[src/rtl/control_unit_if.sv]
// Decoder-facing bundle: instruction fields in, control strobes and qualifiers out.
// Carries illegal_count only when CTRL_ILLEGAL_CNT_EN is defined.
interface control_unit_if;
    logic [6:0]  opcode;
    logic [2:0]  funct3;
    logic        branch;
    logic        mem_read;
    logic        mem_to_reg;
    logic        mem_write;
    logic        alu_src;
    logic        reg_write;
    logic [1:0]  alu_op;
    logic        jal;
    logic        jalr;
    logic        lui;
    logic        auipc;
    logic [1:0]  mem_size;
    logic        mem_unsigned;
    logic        illegal;
    logic        illegal_seen;
`ifdef CTRL_ILLEGAL_CNT_EN
    logic [15:0] illegal_count;
`endif

    // Fetch/datapath side: supplies the instruction fields, consumes the decode.
    modport master (
        output opcode, funct3,
        input  branch, mem_read, mem_to_reg, mem_write, alu_src, reg_write,
        input  alu_op, jal, jalr, lui, auipc, mem_size, mem_unsigned,
        input  illegal, illegal_seen
`ifdef CTRL_ILLEGAL_CNT_EN
        , input illegal_count
`endif
    );

    modport slave (
        input  opcode, funct3,
        output branch, mem_read, mem_to_reg, mem_write, alu_src, reg_write,
        output alu_op, jal, jalr, lui, auipc, mem_size, mem_unsigned,
        output illegal, illegal_seen
`ifdef CTRL_ILLEGAL_CNT_EN
        , output illegal_count
`endif
    );
endinterface

[src/rtl/control_unit.sv]
// RV32I main decoder: opcode -> datapath strobes, funct3 -> memory qualifiers, sticky illegal flag.
// Optional saturating illegal-instruction counter enabled by CTRL_ILLEGAL_CNT_EN.
module control_unit (
    input  logic         clk,
    input  logic         rst,
    control_unit_if.slave ctrl
);
    localparam logic [6:0] OP_R      = 7'b0110011;
    localparam logic [6:0] OP_I_ALU  = 7'b0010011;
    localparam logic [6:0] OP_LOAD   = 7'b0000011;
    localparam logic [6:0] OP_STORE  = 7'b0100011;
    localparam logic [6:0] OP_BRANCH = 7'b1100011;
    localparam logic [6:0] OP_JAL    = 7'b1101111;
    localparam logic [6:0] OP_JALR   = 7'b1100111;
    localparam logic [6:0] OP_LUI    = 7'b0110111;
    localparam logic [6:0] OP_AUIPC  = 7'b0010111;

    logic       branch_d, mem_read_d, mem_to_reg_d, mem_write_d;
    logic       alu_src_d, reg_write_d, jal_d, jalr_d, lui_d, auipc_d;
    logic [1:0] alu_op_d;
    logic       op_known;
    logic [1:0] mem_size_d;
    logic       mem_unsigned_d;
    logic       funct3_bad;
    logic       illegal_d;
    logic       illegal_seen_q;

    // Strobes see opcode only, so an undriven funct3 can never pollute them.
    always_comb begin
        branch_d     = 1'b0;
        mem_read_d   = 1'b0;
        mem_to_reg_d = 1'b0;
        mem_write_d  = 1'b0;
        alu_src_d    = 1'b0;
        reg_write_d  = 1'b0;
        alu_op_d     = 2'b00;
        jal_d        = 1'b0;
        jalr_d       = 1'b0;
        lui_d        = 1'b0;
        auipc_d      = 1'b0;
        op_known     = 1'b1;
        case (ctrl.opcode)
            OP_R: begin
                reg_write_d = 1'b1;
                alu_op_d    = 2'b10;
            end
            OP_I_ALU: begin
                alu_src_d   = 1'b1;
                reg_write_d = 1'b1;
                alu_op_d    = 2'b10;
            end
            OP_LOAD: begin
                mem_read_d   = 1'b1;
                mem_to_reg_d = 1'b1;
                alu_src_d    = 1'b1;
                reg_write_d  = 1'b1;
            end
            OP_STORE: begin
                mem_write_d = 1'b1;
                alu_src_d   = 1'b1;
            end
            OP_BRANCH: begin
                branch_d = 1'b1;
                alu_op_d = 2'b01;
            end
            OP_JAL: begin
                reg_write_d = 1'b1;
                jal_d       = 1'b1;
            end
            OP_JALR: begin
                alu_src_d   = 1'b1;
                reg_write_d = 1'b1;
                jalr_d      = 1'b1;
            end
            OP_LUI: begin
                reg_write_d = 1'b1;
                lui_d       = 1'b1;
            end
            OP_AUIPC: begin
                alu_src_d   = 1'b1;
                reg_write_d = 1'b1;
                auipc_d     = 1'b1;
            end
            default: op_known = 1'b0;
        endcase
    end

    always_comb begin
        mem_size_d     = 2'b00;
        mem_unsigned_d = 1'b0;
        funct3_bad     = 1'b0;
        case (ctrl.opcode)
            OP_LOAD: begin
                mem_size_d     = ctrl.funct3[1:0];
                mem_unsigned_d = ctrl.funct3[2];
                funct3_bad     = (ctrl.funct3 == 3'b011) || (ctrl.funct3 == 3'b110) ||
                                 (ctrl.funct3 == 3'b111);
            end
            OP_STORE: begin
                mem_size_d = ctrl.funct3[1:0];
                funct3_bad = (ctrl.funct3 >= 3'b011);
            end
            OP_BRANCH: funct3_bad = (ctrl.funct3[2:1] == 2'b01);
            OP_JALR:   funct3_bad = (ctrl.funct3 != 3'b000);
            default:   funct3_bad = 1'b0;
        endcase
        illegal_d = !op_known || funct3_bad;
    end

    always_ff @(posedge clk or posedge rst) begin
        if (rst) begin
            illegal_seen_q <= 1'b0;
        end else if (illegal_d) begin
            illegal_seen_q <= 1'b1;
        end
    end

`ifdef CTRL_ILLEGAL_CNT_EN
    logic [15:0] illegal_cnt_q;

    always_ff @(posedge clk or posedge rst) begin
        if (rst) begin
            illegal_cnt_q <= 16'h0000;
        end else if (illegal_d && (illegal_cnt_q != 16'hFFFF)) begin
            illegal_cnt_q <= illegal_cnt_q + 16'h0001;
        end
    end

    assign ctrl.illegal_count = illegal_cnt_q;
`endif

    assign ctrl.branch       = branch_d;
    assign ctrl.mem_read     = mem_read_d;
    assign ctrl.mem_to_reg   = mem_to_reg_d;
    assign ctrl.mem_write    = mem_write_d;
    assign ctrl.alu_src      = alu_src_d;
    assign ctrl.reg_write    = reg_write_d;
    assign ctrl.alu_op       = alu_op_d;
    assign ctrl.jal          = jal_d;
    assign ctrl.jalr         = jalr_d;
    assign ctrl.lui          = lui_d;
    assign ctrl.auipc        = auipc_d;
    assign ctrl.mem_size     = mem_size_d;
    assign ctrl.mem_unsigned = mem_unsigned_d;
    assign ctrl.illegal      = illegal_d;
    assign ctrl.illegal_seen = illegal_seen_q;
endmodule

[src/flat_wrapper.sv]
// flat-port wrapper written by rule: the top's interface ports become plain ports
module control_unit_flat 
  (clk, rst, ctrl_opcode, ctrl_funct3, ctrl_branch, ctrl_mem_read, ctrl_mem_to_reg, ctrl_mem_write, ctrl_alu_src, ctrl_reg_write, ctrl_alu_op, ctrl_jal, ctrl_jalr, ctrl_lui, ctrl_auipc, ctrl_mem_size, ctrl_mem_unsigned, ctrl_illegal, ctrl_illegal_seen);
  control_unit_if ctrl_i ();
  input  logic clk;
  input  logic rst;
  input wire logic [$bits(ctrl_i.opcode)-1:0] ctrl_opcode;
  input wire logic [$bits(ctrl_i.funct3)-1:0] ctrl_funct3;
  output wire logic [$bits(ctrl_i.branch)-1:0] ctrl_branch;
  output wire logic [$bits(ctrl_i.mem_read)-1:0] ctrl_mem_read;
  output wire logic [$bits(ctrl_i.mem_to_reg)-1:0] ctrl_mem_to_reg;
  output wire logic [$bits(ctrl_i.mem_write)-1:0] ctrl_mem_write;
  output wire logic [$bits(ctrl_i.alu_src)-1:0] ctrl_alu_src;
  output wire logic [$bits(ctrl_i.reg_write)-1:0] ctrl_reg_write;
  output wire logic [$bits(ctrl_i.alu_op)-1:0] ctrl_alu_op;
  output wire logic [$bits(ctrl_i.jal)-1:0] ctrl_jal;
  output wire logic [$bits(ctrl_i.jalr)-1:0] ctrl_jalr;
  output wire logic [$bits(ctrl_i.lui)-1:0] ctrl_lui;
  output wire logic [$bits(ctrl_i.auipc)-1:0] ctrl_auipc;
  output wire logic [$bits(ctrl_i.mem_size)-1:0] ctrl_mem_size;
  output wire logic [$bits(ctrl_i.mem_unsigned)-1:0] ctrl_mem_unsigned;
  output wire logic [$bits(ctrl_i.illegal)-1:0] ctrl_illegal;
  output wire logic [$bits(ctrl_i.illegal_seen)-1:0] ctrl_illegal_seen;
  assign ctrl_i.opcode = ctrl_opcode;
  assign ctrl_i.funct3 = ctrl_funct3;
  assign ctrl_branch = ctrl_i.branch;
  assign ctrl_mem_read = ctrl_i.mem_read;
  assign ctrl_mem_to_reg = ctrl_i.mem_to_reg;
  assign ctrl_mem_write = ctrl_i.mem_write;
  assign ctrl_alu_src = ctrl_i.alu_src;
  assign ctrl_reg_write = ctrl_i.reg_write;
  assign ctrl_alu_op = ctrl_i.alu_op;
  assign ctrl_jal = ctrl_i.jal;
  assign ctrl_jalr = ctrl_i.jalr;
  assign ctrl_lui = ctrl_i.lui;
  assign ctrl_auipc = ctrl_i.auipc;
  assign ctrl_mem_size = ctrl_i.mem_size;
  assign ctrl_mem_unsigned = ctrl_i.mem_unsigned;
  assign ctrl_illegal = ctrl_i.illegal;
  assign ctrl_illegal_seen = ctrl_i.illegal_seen;
  control_unit u_core (.clk(clk), .rst(rst), .ctrl(ctrl_i));
endmodule
[config.mk]
export PLATFORM = sky130hd
export DESIGN_NAME = control_unit_flat
export DESIGN_NICKNAME = d
export VERILOG_FILES = /design/src/rtl/control_unit_if.sv /design/src/rtl/control_unit.sv /design/src/flat_wrapper.sv
export SDC_FILE = /design/constraint.sdc
export NUM_CORES = 1
export LEC_CHECK = 0
export ABC_AREA = 0
export CAP_MARGIN = 0
export CORE_AREA = 5 5 42 44
export CTS_CLUSTER_DIAMETER = 50
export DETAILED_ROUTE_END_ITERATION = 8
export DIE_AREA = 0 0 47 49
export PLACE_DENSITY = 0.82
export SETUP_SLACK_MARGIN = 0.05
export SYNTH_ARGS = -nofsm -noshare
export SYNTH_HDL_FRONTEND = slang
export SYNTH_SLANG_ARGS = --single-unit
[constraint.sdc]
create_clock -name clk -period 1.1 [get_ports clk]
set_input_delay 0.11 -clock clk [delete_from_list [all_inputs] [get_ports clk]]
set_output_delay 0.11 -clock clk [all_outputs]
set_load 0.03 [all_outputs]
Word level (Yosys, flattened, before mapping)

Index checks and enable logic that the tools add are counted.
Widths: inputs -> output; s select.

Bits of input ports: 12
Word-level logic and storage cells: 39
Register bits after elaboration: 1
Output and inout bits: 17

Order comparisons: 1
Reductions and logical operators: 10
Eq/ne operators: 13
Muxes and demuxes: 14

Operators by type and width:

| cell               | count |
|---|---|
| $eq 7x6->1 const B | 3 |
| $eq 7x7->1 const B | 3 |
| $eq 7x5->1 const B | 2 |
| $mux 1             | 11 |
| $reduce_or 9->1    | 1 |
| $eq 7x2->1 const B | 1 |
| $reduce_or 7->1    | 1 |
| $eq 3x3->1 const B | 2 |
| $reduce_or 5->1    | 1 |
| $pmux 1 s4         | 1 |
| $pmux 2 s2         | 1 |
| $reduce_or 2->1    | 2 |
| $eq 3x2->1 const B | 1 |
| $ge 3x2->1 const B | 1 |
| $logic_or 1x1->1   | 3 |
| $reduce_bool 3->1  | 1 |
| $eq 2x1->1 const B | 1 |
| $mux 2             | 1 |
| $logic_not 1->1    | 1 |

Longest topological paths before layout

Depth after elaboration: 5
Gate-level depth with buffers: 4
Gate-level depth less buffers: 3

Worst setup path before layout

OpenSTA, ideal clock, no wires.

Path kind: input-to-output
Start: input ctrl_opcode[3]
End: output ctrl_mem_unsigned
Data arrival time: 1424 ps
Buffers on the path: 0
Stages: 3
Required time: 990 ps
Setup slack: -434 ps
Path through: nand4bb_1 -> nor4_2 -> and2_1

Word-level cells in the longest chain between the ends: 2

RTL lines:

| what            | line               | RTL |
|---|---|---|
| start, declared | flat_wrapper.sv:7  | `input wire logic [$bits(ctrl_i.opcode)-1:0] ctrl_opcode;` |
| $eq 7x2->1      | control_unit.sv:92 | `case (ctrl.opcode)` |
| $mux 1          | control_unit.sv:92 |  |
| end, declared   | flat_wrapper.sv:21 | `output wire logic [$bits(ctrl_i.mem_unsigned)-1:0] ctrl_mem_unsigned;` |

No other way between the ends.

Worst setup path after layout

Start: input ctrl_opcode[3]
End: output ctrl_mem_size[0]

Word-level cells in the longest chain between the ends: 3
Elaborated cells between the ends (all ways): 4
Classes of those cells: eq/ne: 2; mux: 1; reduce/logical: 1

RTL lines:

| what                                            | line               | RTL |
|---|---|---|
| $eq 7x2->1 / $eq 7x6->1 (equally long branches) | control_unit.sv:92 |  |
| $reduce_or 2->1 (no line) *                     | -                  |  |
| $mux 2 *                                        | control_unit.sv:92 |  |
| end, declared                                   | flat_wrapper.sv:20 | `output wire logic [$bits(ctrl_i.mem_size)-1:0] ctrl_mem_size;` |

Every way passes the cells marked *; elsewhere a longest branch is shown, timed or not.

==> impl_metrics.env <==
export IMPL_cts_hold_buf=0
export IMPL_timing_slew_headroom_pct=81.2
export IMPL_worst_slack_ns=-0.114
export IMPL_skew_ns=0
export IMPL_peakVddDrop_v=0.000138
export IMPL_avgRoutedWirePerCell_um=16.7
export IMPL_grt_first_pass_wirelength_mm=2.79
export IMPL_cp_slowest_cell="nand4bb_4"
export IMPL_grt_start_max_net_pins=9
export IMPL_async_flop_share_pct=100
export IMPL_routabilityCongestion=0.730
export IMPL_leakage_nw=0.472
export IMPL_antenna_cells=0
export IMPL_largest_register_ffs=1
export IMPL_routed_wirelength_mm=1.89
export IMPL_maxSlewViolCount=0
export IMPL_place_inst=105
export IMPL_num_rows=14
export IMPL_synth_top_area_share_pct=7.00
export IMPL_port_buffers=28
export IMPL_required_ns=0.99
export IMPL_fmax_mhz=824
export IMPL_dieArea_sq_mm=0.00230
export IMPL_slowest_delay_ns=0.28
export IMPL_fin_crit_sh_pct=110
export IMPL_rsz0062_at_grt="true"
export IMPL_synth_area_leader_cell="and3b_1"
export IMPL_violations="negative setup slack"
export IMPL_final_cells=113
export IMPL_drt_iter0_markers=5
export IMPL_hold_violations=0
export IMPL_setup_viol_count_final=10
export IMPL_arrival_ns=1.10
export IMPL_hp_class="primary input to async pin"
export IMPL_via_per_inst=5.32
export IMPL_syn_area_per_cell_sq_um=7.36
export IMPL_powerDensity_mw_per_mm2=302
export IMPL_cp_num_buf_inv=3
export IMPL_vias=601
export IMPL_netlist_instances=51
export IMPL_tightest_slew_ns=0.282
export IMPL_startpoint_type="primary input"
export IMPL_synth_edff_count=0
export IMPL_drc=0
export IMPL_overflow=0
export IMPL_flow_area_growth_from_synthesis_pct=174
export IMPL_path_cells="buf_8, nand4bb_4, buf_6, nor3_4, and2_1, buf_6"
export IMPL_status="complete, but fails checks"
export IMPL_rrSetupSlack_ns=0.40
export IMPL_synth_fp_nets=63
export IMPL_fp_dieW_um=47
export IMPL_dpl_hpwl_mm=1.26
export IMPL_ys_seq_elements=1
export IMPL_drv_cap=0
export IMPL_firstDrtPassIters=4
export IMPL_yosysUniqueCellTypes=31
export IMPL_syn_cell_area_sq_um=375
export IMPL_synth_seq_area_share_pct=6.67
export IMPL_crit_family="simple AND/OR/NAND/NOR gates"
export IMPL_path_class="primary input to primary output"
export IMPL_antenna_found_initial=0
export IMPL_yosysWarnings=0
export IMPL_crit_path_max_fanout=5
export IMPL_end_kind="primary output"
export IMPL_coreArea_sq_mm=0.00140
export IMPL_insertion_delay_ns=0
export IMPL_crit_path_frequent_cell="buf_6"
export IMPL_io_pins=29
export IMPL_place_ws_ns=-0.632
export IMPL_yosys_top_cells_area="and3b_1 7.0%, dfrtp_1 6.7%, buf_4 6.0%"
export IMPL_synth_flop_cell="dfrtp_1"
export IMPL_hold_ws_ns=0.252
export IMPL_clk_pin_slew_ns=0
export IMPL_grt_pass1_vias=625
export IMPL_die_h_um=49
export IMPL_initial_core_util_pct=26.8
export IMPL_grt_use_total_pct=15.7
export IMPL_finalNetCount=111
export IMPL_drive_above_1_share_pct=76.3
export IMPL_ant_nets=0
export IMPL_min_period_ns=1.21
[worst register-to-register path, cell delays in order (launching register included)]
cell	delay, ns
dfrtp_1	0.37
inv_1	0.08
o2111ai_2	0.10
[cell usage after synthesis, drive strengths merged, types with 2 or more instances]
| cell | instances |
|---|---|
| inv | 3 |
| and3b | 3 |
| o2111ai | 2 |
| nand3b | 2 |
| o21ai | 3 |
| nor2b | 2 |
| nand2 | 3 |
| nor2 | 4 |
| nor4 | 2 |
| and2 | 3 |
| buf | 6 |
| nor3 | 3 |
[cells by family after synthesis]
logic type             count (synthesis)  synth area share [%]
DFF                                    1                  6.67
and+or+nand+nor                       31                  55.0
buffers and inverters                  9                  13.0
AOI/OAI and AO/OA                     10                  25.3
[per-stage QoR]
step | cell area (sq um) | power (W) | util [%] | setup TNS (ns)
6_report | 1030 | 0.000311 | 73.3 | -0.387
4_1_cts | 942 | 0.000285 | 67.2 | -0.679
5_1_grt | 1030 | 0.000327 | 73.3 | -0.980
2_1_floorplan | 470 | 0.000139 | - | -0.417
3_3_place_gp | 805 | 0.000235 | 57.4 | -7.36
3_5_place_dp | 805 | 0.000242 | 57.4 | -7.97
[report_power, final]
part,internal (W),switching (W)
registers,0.0000375,0
clock network,0,0
logic,0.000146,0.000127
total,0.000183,0.000127
[layer usage]
layer,track usage (%),vias up,wire length (um),share of wire [%]
met5,0,-,0,0
met4,5.99,0,91,4.8
met3,0.738,10,112,5.9
met2,27.1,30,1030,55
met1,19.3,280,653,35
li1,-,281,-,-
[cell type report]
cell class                      instances  area [sq um]
Tap cell                               16          20.0
Sequential cell                         1          25.0
Multi-Input combinational cell         41           454
Inverter                                3          11.3
Timing Repair Buffer                   52           517
Fill cell                              99           374
[layout by cell type, fill, tap and decap left out, types with 2 or more instances in the layout]
cell type	netlist	final
nand2_1	3	2
buf_4	3	20
and2_4	0	2
inv_1	3	3
nor2b_1	2	2
o2111ai_2	1	2
and3b_2	0	2
o21ai_0	3	2
buf_8	0	3
buf_6	0	25
buf_2	3	2
nor3_4	0	2
nor4_4	0	2
nor2_1	4	4
[repair_timing]
item                                    CTS  global route
endpoints found under the setup margin   17            16
setup buffers                             6             3
pin swaps                                16             9
resized for setup                        78            21
[worst paths after layout]
kind	startpoint	to	cells past startpoint
worst max-delay path	ctrl_opcode[3]	ctrl_mem_size[0]	6
worst min-delay path	rst	u_core.ctrl.illegal_seen	2
worst max register to register	u_core.ctrl.illegal_seen	u_core.ctrl.illegal_seen	2
worst min register to register	u_core.ctrl.illegal_seen	u_core.ctrl.illegal_seen	2
max in group asynchronous	rst	u_core.ctrl.illegal_seen	2
min in group clk	ctrl_opcode[6]	u_core.ctrl.illegal_seen	4
Note: power is estimated with default switching activity, not from simulation.
